**config.mk**
```make
export PLATFORM = sky130hd
export DESIGN_NAME = wb_regfile
export DESIGN_NICKNAME = d
export VERILOG_FILES = /design/src/rtl/wb_regfile.sv
export SDC_FILE = /design/constraint.sdc
export NUM_CORES = 1
export LEC_CHECK = 0
export ABC_AREA = 0
export BUFFER_PORTS_ARGS = -buffer_cell sky130_fd_sc_hd__buf_2
export CORE_AREA = 2 2 115 83
export DETAILED_ROUTE_END_ITERATION = 10
export DIE_AREA = 0 0 117 85
export PLACE_DENSITY = 0.77
export SYNTH_ARGS = -nofsm -noshare
export SYNTH_HDL_FRONTEND = slang
export SYNTH_SLANG_ARGS = --single-unit
export TNS_END_PERCENT = 10
```
**constraint.sdc**
```tcl
create_clock -name clk -period 2 [get_ports clk]
set_input_delay 0.3 -clock clk [delete_from_list [all_inputs] [get_ports clk]]
set_output_delay 0.3 -clock clk [all_outputs]
set_load 0.02 [all_outputs]
```
**src/rtl/wb_regfile.sv**
```systemverilog
// ---------------------------------------------------------------------------
// wb_regfile
//   Writeback stage and architectural register file. It takes the MEM/WB
//   pipeline register outputs, selects the writeback value (ALU result,
//   memory data or immediate) and commits it to the register file. It also
//   provides two combinational read ports to decode and keeps a saturating
//   count of retired register writes.
//
// Optional feature (compile-time macro):
//   WB_BYPASS_EN  when defined, a read whose address matches a write being
//                 committed in the same cycle returns the value being written.
//                 When undefined, a same-cycle read returns the old contents
//                 and the hazard unit is responsible for resolving it.
//
// Parameters:
//   DATA_W   register / datapath width
//   ADDR_W   register address width (NREGS = 2**ADDR_W)
//   R0_ZERO  1: r0 reads 0 and ignores writes, 0: r0 is ordinary
//   CNT_W    retire counter width
//
// Ports:
//   clk         in   clock, rising edge
//   rst_n       in   asynchronous reset, active low
//   wb_en       in   regWrite from MEM/WB (commit request)
//   wb_sel      in   writeback source: 00 ALU, 01 mem, 10 immed, 11 reserved
//   wb_addr     in   target register from MEM/WB
//   alu_result  in   ALU result from MEM/WB
//   mem_data    in   memory data from MEM/WB
//   immed       in   immediate from MEM/WB
//   rs_a, rs_b  in   read port addresses
//   rd_data_a   out  read port A data (combinational)
//   rd_data_b   out  read port B data (combinational)
//   wb_data     out  selected writeback value (combinational, forwarding source)
//   wb_commit   out  registered, high for one cycle after a committed write
//   retire_cnt  out  registered, saturating count of committed writes
// ---------------------------------------------------------------------------
module wb_regfile #(
    parameter int DATA_W  = 8,
    parameter int ADDR_W  = 3,
    parameter int R0_ZERO = 1,
    parameter int CNT_W   = 16
) (
    input  logic              clk,
    input  logic              rst_n,
    input  logic              wb_en,
    input  logic [1:0]        wb_sel,
    input  logic [ADDR_W-1:0] wb_addr,
    input  logic [DATA_W-1:0] alu_result,
    input  logic [DATA_W-1:0] mem_data,
    input  logic [DATA_W-1:0] immed,
    input  logic [ADDR_W-1:0] rs_a,
    input  logic [ADDR_W-1:0] rs_b,
    output logic [DATA_W-1:0] rd_data_a,
    output logic [DATA_W-1:0] rd_data_b,
    output logic [DATA_W-1:0] wb_data,
    output logic              wb_commit,
    output logic [CNT_W-1:0]  retire_cnt
);

    localparam int NREGS = 1 << ADDR_W;

    localparam logic [1:0] SEL_ALU = 2'b00;
    localparam logic [1:0] SEL_MEM = 2'b01;
    localparam logic [1:0] SEL_IMM = 2'b10;

    localparam logic [CNT_W-1:0] CNT_ONE = {{(CNT_W-1){1'b0}}, 1'b1};

    logic [DATA_W-1:0] regs [NREGS];
    logic              commit;
    logic              r0_target;

    // Counter increment that sticks at all-ones instead of wrapping.
    function automatic logic [CNT_W-1:0] sat_inc(input logic [CNT_W-1:0] v);
        return (&v) ? v : v + CNT_ONE;
    endfunction

    // r0 is hard-wired to zero when R0_ZERO is set; reads of it never see
    // any stored or forwarded value.
    function automatic logic is_zero_reg(input logic [ADDR_W-1:0] a);
        return (R0_ZERO != 0) && (a == '0);
    endfunction

    // One read port. The stored value is passed in so the function only
    // depends on its arguments.
    function automatic logic [DATA_W-1:0] read_port(
        input logic [ADDR_W-1:0] a,
        input logic [DATA_W-1:0] stored,
        input logic              wr_now,
        input logic [ADDR_W-1:0] wr_addr,
        input logic [DATA_W-1:0] wr_data
    );
        logic [DATA_W-1:0] v;
        v = stored;
`ifdef WB_BYPASS_EN
        if (wr_now && (a == wr_addr)) begin
            v = wr_data;
        end
`else
        if (wr_now && (a == wr_addr) && 1'b0) begin
            v = wr_data;
        end
`endif
        if (is_zero_reg(a)) begin
            v = '0;
        end
        return v;
    endfunction

    // ---- writeback source select (combinational) ----
    always_comb begin
        wb_data = '0;
        unique case (wb_sel)
            SEL_ALU: wb_data = alu_result;
            SEL_MEM: wb_data = mem_data;
            SEL_IMM: wb_data = immed;
            default: wb_data = '0;  // reserved encoding: nothing to write
        endcase
    end

    assign r0_target = is_zero_reg(wb_addr);

    // A reserved select or a write aimed at a hard-wired r0 is dropped even
    // when regWrite is asserted.
    assign commit = wb_en && (wb_sel != 2'b11) && !r0_target;

    // ---- register file and commit bookkeeping (rising edge) ----
    always_ff @(posedge clk or negedge rst_n) begin
        if (!rst_n) begin
            for (int i = 0; i < NREGS; i++) begin
                regs[i] <= '0;
            end
        end else if (commit) begin
            regs[wb_addr] <= wb_data;
        end
    end

    always_ff @(posedge clk or negedge rst_n) begin
        if (!rst_n) begin
            wb_commit  <= 1'b0;
            retire_cnt <= '0;
        end else begin
            wb_commit <= commit;
            if (commit) begin
                retire_cnt <= sat_inc(retire_cnt);
            end
        end
    end

    // ---- read ports (combinational) ----
    always_comb begin
        rd_data_a = read_port(rs_a, regs[rs_a], commit, wb_addr, wb_data);
        rd_data_b = read_port(rs_b, regs[rs_b], commit, wb_addr, wb_data);
    end

endmodule

```
## After elaboration in Yosys (flattened, before gate mapping)

Cells that the tools add are included.

| word-level totals | value |
|---|---|
| bits in registers | 81 |
| word-level logic and storage cells | 44 |
| bits in read-only memories | 0 |
| input bits | 38 |
| latch bits | 0 |
| bits in writable memories | 0 |
| output and inout port bits | 41 |
| memories kept | 0 |

| operators by class | value |
|---|---|
| multiply operators | 0 |
| reductions and logical operators | 10 |
| equal/unequal tests | 3 |
| divide/modulo/power cells | 0 |
| multiplexer cells | 12 |
| magnitude comparators | 4 |
| add/subtract/negate cells | 1 |
| bitwise operators | 4 |
| shifts and indexed selects | 0 |

Operators by type and width:

| cell | count |
|---|---|
| $bwmux W64 | 1 |
| $mux W8 | 7 |
| $bmux W8 S3 | 2 |
| $demux W8 S3 | 1 |
| $pmux W8 S3 | 1 |
| $add A16 B1 Y16 const B | 1 |
| $reduce_and A16 Y1 | 1 |
| $ge A4 B4 Y1 const B | 3 |
| $not A3 Y4 | 3 |
| $logic_not A3 Y1 | 3 |
| $lt A4 B1 Y1 const B | 1 |
| $logic_and A1 B1 Y1 | 3 |
| $eq A2 B1 Y1 const B | 1 |
| $eq A2 B2 Y1 const B | 1 |
| $logic_not A2 Y1 | 1 |
| $ne A2 B2 Y1 const B | 1 |
| $reduce_and A2 Y1 | 1 |
| $logic_not A1 Y1 | 1 |
| $not A1 Y1 | 1 |

## Depth between registers and ports, before layout

Gate-level depths: netlist (run 1).

| logic depth | value |
|---|---|
| depth after elaboration | 6 |
| depth in mapped cells | 8 |
| gate-level depth less buffers | 5 |

## Worst setup path after synthesis (run 1)

Ideal clock, no wire load.

| timing path | value |
|---|---|
| path type | input-to-output |
| start | in rs_a[1] |
| end | out rd_data_a[0] |
| slack | -0.112 ns |
| arrival | 1.812 ns |
| path buffers | 2 |
| cell stages on the path | 6 |
| data required time | 1.700 ns |
| cell sequence | buf_2 buf_1 inv_1 nor2_1 a22oi_1 o21ai_0 |

| between the ends | value |
|---|---|
| word-level cells in the longest chain between the ends | 5 |
| elaborated cells on any way between the ends | 6 |
| classes of those cells | mux: 4; bitwise: 1; reduce/logical: 1 |

Ends and longest elaborated chain:

| what | RTL line | text |
|---|---|---|
| from (decl) | 51 | `input logic [ADDR_W-1:0] rs_a,` |
| $not A3 Y4 (implied by the code) | 151 | `rd_data_a = read_port(rs_a, regs[rs_a], commit, wb_addr, wb_data);` |
| $bmux W8 S3 | 151 |  |
| $mux W8 (implied by the code) (2 in a row) | 151 |  |
| $mux W8 * | 103 | `if (is_zero_reg(a)) begin` |
| to (decl) | 53 | `output logic [DATA_W-1:0] rd_data_a,` |

Mark *: on every way between the ends. The rest lies on a longest branch, timed or not. The select of a mux whose other input is x is not followed.

## Final worst setup path (run 1)

| timing path | value |
|---|---|
| start | reg regs[10] (netlist name) |
| end | out rd_data_a[2] |

| between the ends | value |
|---|---|
| word-level cells in the longest chain between the ends | 4 |

Ends and longest elaborated chain:

| what | RTL line | text |
|---|---|---|
| from (decl) | 68 | `logic [DATA_W-1:0] regs [NREGS];` |
| from (signal, indexed assignment) | 133 | `regs[wb_addr] <= wb_data;` |
| $bmux W8 S3 | 151 |  |
| $mux W8 (implied by the code) (2 in a row) | 151 |  |
| $mux W8 | 103 |  |

No other way between the ends. The select of a mux whose other input is x is not followed.

==> flow_summary.ini, run 1 <==
[layout]
fillerInstances = 715
stdcell_area_um2 = 5370
final_util = 0.604
register_area_um2 = 2030
syn_to_final_growth_pct = 24.0
num-nets-final = 568
instances_no_fill = 658
n_antenna_cell = 0
multi_input_area_um2 = 2130
drive_gt1_frac = 0.303

[placed_design]
dp_hpwl_mm = 7.81
place.gp.congestion = 0.900
place_area_um2 = 4980
portBuffers = 78
placed_cells = 637
dp_slack_ns = -0.0685

[setup_path]
crit_type = register to output port
crit_path_top_delay_cell = mux4_2
rrSetupSlack_ns = 0.11
endpoint_kind = output port
cp_data_arrival_time_ns = 1.73
timing.rr.start = retire_cnt[0]$_DFFE_PN0P_
critPathRequiredTime_ns = 1.70
path_cells = mux4_2 > nand2_1 > o21ai_2 > buf_4 > buf_2
start_kind = register
crit_fanout = 3
worst_path_largest_cell_delay_ns = 0.48
reg2reg_depth = 6
timing.rr.end = retire_cnt[1]$_DFFE_PN0P_

[yosys]
ys_ff_latch = 81
syn_nets = 482
synth_edf_count = 0
postSynth.asyncResetShare = 1.00
syn_area_um2 = 4330
synth-seq-area-share = 0.468
synth.distinct_cells = 38
ys_warn_count = 0
syn_inst = 443
synth_ff_type = dfrtp_1
avgSynthCellArea_um2 = 9.78

[timing]
finalMaxSlewViolations = 0
final.setup_skew_ns = 0.00705
worst_slack_ns = -0.0254
fmax_mhz = 494
fin_hold_ws_ns = 0.377
min_period_over_period = 1.01
rsz0062_at_grt = true
tightest_slew_ns = 0.459
final_hold_viol_count = 0
finalSetupViolations = 1
maxSlewHeadroom = 0.694
min_period_ns = 2.03

[min_path]
hold_start = regs[58]$_DFFE_PN0P_
min_path_cells = 0
hp-class = register to register
whs_endpoint = regs[58]$_DFFE_PN0P_

[clock_network]
cts.clk_slew.worst_paths_ns = 0.06
clock_sinks = 81
h-tree-depth = 3
clock_path_buffers = 2
cts_tree = built
clk_latency_ns = 0.34
cts_root_buf = clkbuf_16
cts_buffers = 9

[detailed_routing]
drt_iter0_drc = 268
route.vias.total = 3733
routed_wl_mm = 11.3
wire_per_inst_um = 17.2
drcViolationCount = 0
drtPass1Iterations = 5
ant_nets = 0
viasPerCell = 5.67

[die]
die_h_um = 85
start_util = 0.487
ios = 79
placementRows = 29
die_area_um2 = 9950
fp.dieW_um = 117
core_area_um2 = 8890

[power_and_ir_drop]
power.density_nw_per_um2 = 1000
ir_drop_mv = 0.428
cellLeakagePower_nw = 2.56

[global_routing]
first_global_vias = 3552
grt_pass1_wl_mm = 18.3
grt_max_degree = 48
overflow = 0
grt.total_usage = 0.243
antenna_found_initial = 0

[flow_run]
maxCapViolCount = 0

[status]
failed_checks = setup timing
status = finished, violations left
==> logic make-up after synthesis <==
| group | synth area share |
|---|---|
| multiplexers | 0.148 |
| flip-flops | 0.468 |
| XOR/XNOR | 0.0283 |
| buffers and inverters | 0.0506 |
| AO/OA/AOI/OAI | 0.141 |
| adder cells (fa/ha/maj) | 0.00289 |
| AND/OR/NAND/NOR | 0.161 |
==> cells in the mapped netlist (all sizes together), types with 9 or more instances <==
cell type / number / area (µm²)
inv: 13 / 48.8
nor2: 46 / 173
clkbuf: 23 / 86.3
buf: 15 / 83.8
mux2: 9 / 101
dfrtp: 81 / 2030
o21ai: 55 / 275
mux4: 16 / 360
a21oi: 37 / 185
xor2: 12 / 105
mux2i: 18 / 180
nand2: 52 / 195
==> critical path: cells and delay by family, from the launching register on <==
family	cells	cell delay, ns
AOI/OAI and AO/OA	1	0.08
buffers and inverters	2	0.29
DFF	1	0.42
muxes	1	0.48
and+or+nand+nor	1	0.11
==> worst max-delay path by stage <==
stage,start,to,cells past startpoint
2_1_floorplan,rs_a[1],rd_data_a[1],6
3_3_place_gp,rs_a[1],rd_data_a[1],8
3_5_place_dp,rs_a[1],rd_data_a[1],8
4_1_cts,regs[37]$_DFFE_PN0P_,rd_data_a[5],4
5_1_grt,regs[10]$_DFFE_PN0P_,rd_data_a[2],5
6_report,regs[10]$_DFFE_PN0P_,rd_data_a[2],5
==> layout make-up <==
type | instances | area share
Inverter | 13 | 0.00909
Sequential cell | 81 | 0.377
Timing Repair Buffer | 113 | 0.130
Clock inverter | 5 | 0.0149
Clock buffer | 11 | 0.0433
Multi-Input combinational cell | 311 | 0.397
Tap cell | 124 | 0.0289
==> cells in the final DEF, fill, tap and decap left out, types with 3 or more instances in the layout <==
| cell | Yosys | final |
|---|---|---|
| a22oi_1 | 7 | 7 |
| nor2_1 | 46 | 46 |
| nand4_1 | 6 | 6 |
| nor4_1 | 3 | 3 |
| inv_1 | 13 | 13 |
| buf_2 | 10 | 73 |
| dfrtp_1 | 81 | 81 |
| nor2b_1 | 8 | 8 |
| nand2_1 | 52 | 52 |
| xor2_1 | 12 | 12 |
| clkbuf_16 | 0 | 9 |
| o21ai_0 | 55 | 52 |
| mux2_2 | 9 | 8 |
| a21oi_1 | 37 | 37 |
| buf_4 | 0 | 34 |
| nand3_1 | 5 | 5 |
| mux4_2 | 16 | 16 |
| a221oi_1 | 8 | 8 |
| nor3_1 | 8 | 8 |
| mux2i_1 | 18 | 18 |
==> repair_timing <==
action                     4_1_cts  5_1_grt
setup buffers                    1        3
gates resized for setup          3        9
hold buffers                     1        0
setup endpoints to repair        3       11
hold endpoints to repair        34        0
==> through the flow <==
step,setup TNS (ns),power [mW]
after floorplan,-0.646,3.10
after global placement,-0.0840,3.55
after detailed placement,-0.124,3.62
after CTS,-0.0450,5.40
after global routing,-0.184,5.66
final,-0.0254,5.39
==> layer usage <==
| layer | wire [µm] | track usage | vias up |
|---|---|---|---|
| li1 | - | - | 1732 |
| met4 | 199 | 0.0738 | 0 |
| met2 | 5010 | 0.355 | 171 |
| met5 | 0 | 0 | - |
| met1 | 5320 | 0.365 | 1814 |
| met3 | 782 | 0.0536 | 16 |
==> power by group <==
| group | leakage (nW) | internal [mW] | switching (mW) | total, mW |
|---|---|---|---|---|
| logic | 1.40 | 0.622 | 0.739 | 1.36 |
| clock network | 0.146 | 1.09 | 0.657 | 1.75 |
| registers | 1.01 | 1.96 | 0.323 | 2.28 |
==> sequential cells by signal, summed over array words and instances (netlist names) <==
signal / cells
wb_commit: 1
regs: 64
retire_cnt: 16
(Power assumes the default switching activity.)
==> run 2, diff against run 1 <==
==> config.mk (replaced) <==
export PLATFORM = sky130hd
export DESIGN_NAME = wb_regfile
export DESIGN_NICKNAME = d
export VERILOG_FILES = /design/src/rtl/wb_regfile.sv
export SDC_FILE = /design/constraint.sdc
export NUM_CORES = 1
export LEC_CHECK = 0
export ABC_AREA = 1
export BUFFER_PORTS_ARGS = -buffer_cell sky130_fd_sc_hd__buf_2
export CORE_AREA = 2 2 121 88
export DETAILED_ROUTE_END_ITERATION = 10
export DIE_AREA = 0 0 123 90
export PLACE_DENSITY = 0.76
export SYNTH_ARGS = -nofsm -noshare
export SYNTH_HDL_FRONTEND = slang
export SYNTH_SLANG_ARGS = --single-unit
export TNS_END_PERCENT = 10
==> run 2 against run 1 <==
  * The run now ends clean
  * Via count increased by 29%
  * Hold slack got worse by 0.090 ns
  * Sequential share of layout area down 2.5 points
  * Worst setup slack better by 0.16 ns
  * Total power rose by 2.6%
  * Largest power group unchanged
==> flow_summary.ini, run 2 <==
[timing]
fmax_mhz = 535
maxSlewHeadroom = 0.600
min_period_over_period = 0.935
min_period_ns = 1.87
worst_slack_ns = 0.130
setup-tns-final_ns = 0
final.setup_skew_ns = 0.00162
finalSetupViolations = 0
tightest_slew_ns = 0.598
rsz0062_at_grt = false
finalMaxSlewViolations = 0
final_hold_viol_count = 0

[global_routing]
grt_max_degree = 37
first_global_vias = 4465
grt.total_usage = 0.262
overflow = 0
antenna_found_initial = 0
grt_pass1_wl_mm = 22.7

[power_and_ir_drop]
switching_power_mw = 1.87
pwr-share-comb = 0.251
clkPwrFrac = 0.347
ir_drop_mv = 0.479
power.density_nw_per_um2 = 960
p_int_mw = 3.66
p_sw_frac = 0.338
pwr-share-seq = 0.402
cellLeakagePower_nw = 2.85

[yosys]
synth-seq-area-share = 0.419
yosysTopAreaCell = dfrtp_1
synth.most_common_cell = nand2_1
synth_mux_area_frac = 0
yosys.area_share.simple = 0.251
synth_area_leaders = dfrtp_1 (42%), nand2_1 (15%), o21ai_0 (14%)
syn_area_um2 = 4830
synthTopCellsByCount = nand2_1 (193), o21ai_0 (133), inv_1 (85)
avgSynthCellArea_um2 = 6.98
synth_top_area_share = 0.419
synth_compound_area_frac = 0.211
synth_edf_count = 0
synthAdderAreaFrac = 0.00259
synth_top_family_by_area = simple AND/OR/NAND/NOR gates
syn_inst = 692
syn_nets = 731
postSynth.asyncResetShare = 1.00
synth.distinct_cells = 24
ys_ff_latch = 81
synth_xor_area_frac = 0.00725
ys_warn_count = 0
synth_ff_type = dfrtp_1

[clock_network]
clock_path_buffers = 2
h-tree-depth = 3
cts_buffers = 9
clock_sinks = 81
cts.clk_slew.worst_paths_ns = 0.06
cts_tree = built
post_cts_buffers = 0
cts_root_buf = clkbuf_16
clk_latency_ns = 0.33

[flow_run]
maxCapViolCount = 0

[setup_path]
rrSetupSlack_ns = 0.20
timing.rr.end = retire_cnt[10]$_DFFE_PN0P_
timing.rr.start = retire_cnt[1]$_DFFE_PN0P_
critPathRequiredTime_ns = 1.70
crit_fanout = 32
endpoint_kind = output port
cp_data_arrival_time_ns = 1.57
start_kind = primary input
crit_type = primary input to output port
reg2reg_depth = 9

[detailed_routing]
drt_iter0_drc = 556
ant_nets = 0
wire_per_inst_um = 15.2
viasPerCell = 5.36
drtPass1Iterations = 6
routed_wl_mm = 13.7
route.vias.total = 4824
drcViolationCount = 0

[placed_design]
portBuffers = 78
dp_hpwl_mm = 10.0
place.gp.congestion = 0.953
place_area_um2 = 5400
dp_slack_ns = 0.168

[die]
core_area_um2 = 10000
placementRows = 31
ios = 79
die_h_um = 90
die_area_um2 = 11100
start_util = 0.483
fp.dieW_um = 123

[min_path]
hp-class = primary input to register
whs_endpoint = wb_commit$_DFF_PN0_
min_path_cells = 3
hold_start = wb_en

[layout]
most-common-layout-cells = nand2_1 (193), o21ai_0 (133), inv_1 (84)
n_antenna_cell = 0
layout_commonest_cell = nand2_1
stdcell_area_um2 = 5760
largest_register_ffs = 64
drive_gt1_frac = 0.172
largestRegisters = regs x64, retire_cnt x16, wb_commit x1
num-nets-final = 802
syn_to_final_growth_pct = 19.2
max_flop_register = regs

[status]
status = finished, final reports clean
## run 2: changes by cell type after synthesis, sizes merged, moves of 5 or more
| cell | change |
|---|---|
| nor2 | -5 |
| mux2i | -18 |
| a221oi | -8 |
| mux2 | -9 |
| nand3 | +22 |
| a21oi | +27 |
| xor2 | -8 |
| mux4 | -16 |
| inv | +73 |
| o21ai | +82 |
| nand2 | +144 |
| nor2b | -8 |
| a22oi | -7 |
## run 2: stage by stage
step           power, mW  cells  utilization  hold WS [ns]
2_1_floorplan       3.06    692            -       0.00441
3_3_place_gp        3.55    883        0.540         0.297
3_5_place_dp        3.60    883        0.540         0.306
4_1_cts             5.54    900        0.575         0.282
5_1_grt             5.83    900        0.576         0.310
6_report            5.53    900        0.576         0.287
## run 2: timing repair
item                       CTS  global route
resized for setup            0             3
setup endpoints to repair    0             7
hold buffers                 1             0
hold endpoints to repair    34             0
## run 2: cells by family after synthesis
family                   count (synthesis)
AO/OA/AOI/OAI                          202
buffers and inverters                  127
flip-flops                              81
adder cells (fa/ha/maj)                  1
XOR/XNOR                                 4
AND/OR/NAND/NOR                        277
## run 2: metal layers
metal / routed length, µm / global-route usage / up-vias / part of all wire
met3: 1160 / 0.0495 / 29 / 0.085
li1: - / - / 2362 / -
met2: 6030 / 0.381 / 267 / 0.44
met4: 257 / 0.0862 / 0 / 0.019
met1: 6270 / 0.392 / 2166 / 0.46
met5: 0 / 0 / - / 0
## run 2: final cells by class
| type | instances | area (µm²) |
|---|---|---|
| Sequential cell | 81 | 2030 |
| Clock inverter | 6 | 115 |
| Clock buffer | 10 | 229 |
| Timing Repair Buffer | 100 | 613 |
| Tap cell | 132 | 165 |
| Fill cell | 930 | 4250 |
| Inverter | 87 | 329 |
| Multi-Input combinational cell | 484 | 2280 |
## run 2: critical path, stage by stage
cell and delay [ns]:
buf_2 0.22, inv_1 0.11, buf_12 0.18, a21oi_1 0.14, o21ai_0 0.09, nand3_1 0.11, nand2_1 0.06, nor2_1 0.15
buf_2 0.20
## run 2: worst max-delay path by stage
stage | start | endpoint | slack, ns | cells after the start
2_1_floorplan | rs_a[0] | rd_data_a[6] | 0.15 | 8
3_3_place_gp | rs_b[0] | rd_data_b[6] | 0.23 | 9
3_5_place_dp | rs_a[0] | rd_data_a[3] | 0.17 | 9
4_1_cts | regs[50]$_DFFE_PN0P_ | rd_data_a[2] | 0.17 | 7
5_1_grt | retire_cnt[1]$_DFFE_PN0P_ | retire_cnt[10]$_DFFE_PN0P_ | 0.05 | 9
6_report | rs_b[0] | rd_data_b[4] | 0.13 | 9
## run 2: power groups by stage
stage	logic [mW]	clock network (mW)	registers [mW]
global route	1.56	2.01	2.26
floorplan	0.828	0	2.24
finish	1.39	1.92	2.22
CTS	1.38	1.95	2.21
detailed placement	1.37	0	2.24
global placement	1.32	0	2.23
==> run 3, diff against run 2 <==
--- a/config.mk
+++ b/config.mk
@@ -7,9 +7,9 @@
 export LEC_CHECK = 0
 export ABC_AREA = 1
 export BUFFER_PORTS_ARGS = -buffer_cell sky130_fd_sc_hd__buf_2
-export CORE_AREA = 2 2 121 88
+export CORE_AREA = 2 2 102 104
 export DETAILED_ROUTE_END_ITERATION = 10
-export DIE_AREA = 0 0 123 90
+export DIE_AREA = 0 0 104 106
 export PLACE_DENSITY = 0.76
 export SYNTH_ARGS = -nofsm -noshare
 export SYNTH_HDL_FRONTEND = slang
==> run 3 against run 2 <==
  * Sequential power is 2% lower
  * Highest routed layer unchanged
  * Via count is 1.7% higher
  * Critical path type is now register to output port
  * First-iteration DRC count is 43% lower
==> flow_summary.ini, run 3 (synthesized netlist as in run 2, its figures left out) <==
[clock_network]
post_cts_buffers = 0
cts.clk_slew.worst_paths_ns = 0.09
cts_buffers = 9
cts_root_buf = clkbuf_8
h-tree-depth = 3
clk_latency_ns = 0.36
clock_path_buffers = 2
clock_sinks = 81
cts_tree = built

[die]
start_util = 0.483
core_area_um2 = 10000
die_h_um = 106
placementRows = 37
die_area_um2 = 11000
fp.dieW_um = 104
ios = 79

[setup_path]
crit_buf_inv = 3
endpoint_kind = output port
path_cells = inv_1 > a21oi_1 > o21ai_0 > nand2_1 > inv_1 > o21ai_0 > buf_2
crit_type = register to output port
startpoint = regs[43]$_DFFE_PN0P_
crit_path_top_delay_cell = dfrtp_1
timing.rr.start = retire_cnt[1]$_DFFE_PN0P_
cp_data_arrival_time_ns = 1.63
start_kind = register
critPathTopFamily = compound AO/OA/AOI/OAI gates
critPathRequiredTime_ns = 1.70
worst_path_largest_cell_delay_ns = 0.34
crit_fanout = 3

[detailed_routing]
viasPerCell = 5.39
ant_nets = 0
drt_iter0_drc = 316
routed_wl_mm = 13.3
route.vias.total = 4905
drcViolationCount = 0
drtPass1Iterations = 7
wire_per_inst_um = 14.6

[global_routing]
antenna_found_initial = 0
grt.total_usage = 0.249
overflow = 0
grt_max_degree = 38
grt_pass1_wl_mm = 22.1
first_global_vias = 4668

[timing]
maxSlewHeadroom = 0.580
fmax_mhz = 519
min_period_over_period = 0.963
min_period_ns = 1.93
finalSetupViolations = 0
tightest_slew_ns = 0.630
setup-tns-final_ns = 0
final.setup_skew_ns = 0.00584
final_hold_viol_count = 0
finalMaxSlewViolations = 0
rsz0062_at_grt = false

[layout]
num-nets-final = 808
register_area_um2 = 2030
layout_commonest_cell = nand2_1
syn_to_final_growth_pct = 18.6
n_antenna_cell = 0
largest_register_ffs = 64
largestRegisters = regs x64, retire_cnt x16, wb_commit x1
max_flop_register = regs
multi_input_area_um2 = 2280
drive_gt1_frac = 0.178
most-common-layout-cells = nand2_1 (193), o21ai_0 (132), inv_1 (85)
stdcell_area_um2 = 5730
fillerInstances = 962

[power_and_ir_drop]
cellLeakagePower_nw = 2.85
power_mw = 5.20
ir_drop_mv = 0.413
power.density_nw_per_um2 = 908

[placed_design]
portBuffers = 78
place_area_um2 = 5440
place.gp.congestion = 0.873
dp_hpwl_mm = 9.80

[min_path]
hold_start = wb_en
hp-class = primary input to register

[flow_run]
maxCapViolCount = 0

[status]
status = finished, final reports clean
## run 3: cell count changes in the layout (fill, tap and decap cells not counted), sizes merged
| cell | change |
|---|---|
| clkinvlp | -1 |
| buf | +7 |
| bufinv | +1 |
| clkbuf | -1 |
## run 3: worst register-to-register path, stage by stage (launching register included)
cell	delay, ns
dfrtp_1	0.42
ha_1	0.21
nand3_1	0.11
inv_1	0.06
nand2_1	0.06
nor2_1	0.07
nor2_2	0.32
inv_1	0.25
nand2_1	0.11
nand2_1	0.06
## run 3: worst paths after layout
| kind | endpoint | slack [ns] | cells after the start |
|---|---|---|---|
| setup / recovery | rd_data_a[3] | 0.07 | 7 |
| hold / removal | wb_commit$_DFF_PN0_ | 0.29 | 3 |
| setup reg to reg | retire_cnt[15]$_DFFE_PN0P_ | 0.24 | 9 |
| hold reg to reg | regs[56]$_DFFE_PN0P_ | 0.40 | 0 |
| max in group asynchronous | regs[51]$_DFFE_PN0P_ | 0.99 | 3 |
| min in group asynchronous | regs[15]$_DFFE_PN0P_ | 0.39 | 2 |
## run 3: cell type report
| class | count | share of cell area |
|---|---|---|
| inverter | 87 | 0.0574 |
| clock buffer | 10 | 0.0240 |
| timing repair buffer | 106 | 0.112 |
| sequential | 81 | 0.354 |
| clock inverter | 6 | 0.0240 |
| multi-input combinational | 484 | 0.399 |
| tap | 136 | 0.0297 |
## run 3: metal layers
| layer | track usage | vias up | part of all wire |
|---|---|---|---|
| li1 | - | 2371 | - |
| met1 | 0.334 | 2307 | 0.42 |
| met2 | 0.406 | 201 | 0.47 |
| met3 | 0.0405 | 26 | 0.081 |
| met4 | 0.101 | 0 | 0.024 |
| met5 | 0 | - | 0 |
## run 3: power by group
part / switching, mW / internal [mW] / leakage, nW
registers: 0.205 / 1.97 / 1.03
logic: 0.934 / 0.486 / 1.68
clock network: 0.613 / 0.996 / 0.137
total: 1.75 / 3.45 / 2.85
## run 3: what timing repair did
action | CTS | global route
endpoints found under the setup margin | 0 | 12
gates resized for setup | 0 | 2
hold buffers | 1 | 0
hold endpoints to repair | 25 | 0
## run 3: stage by stage
step           hold WS (ns)  instances  setup slack [ns]   util
2_1_floorplan       0.00441        692             0.152      -
5_1_grt               0.298        910            0.0224  0.573
4_1_cts               0.262        910            0.0257  0.573
3_3_place_gp          0.244        893             0.107  0.544
3_5_place_dp          0.245        893            0.0296  0.544
6_report              0.288        910            0.0744  0.573
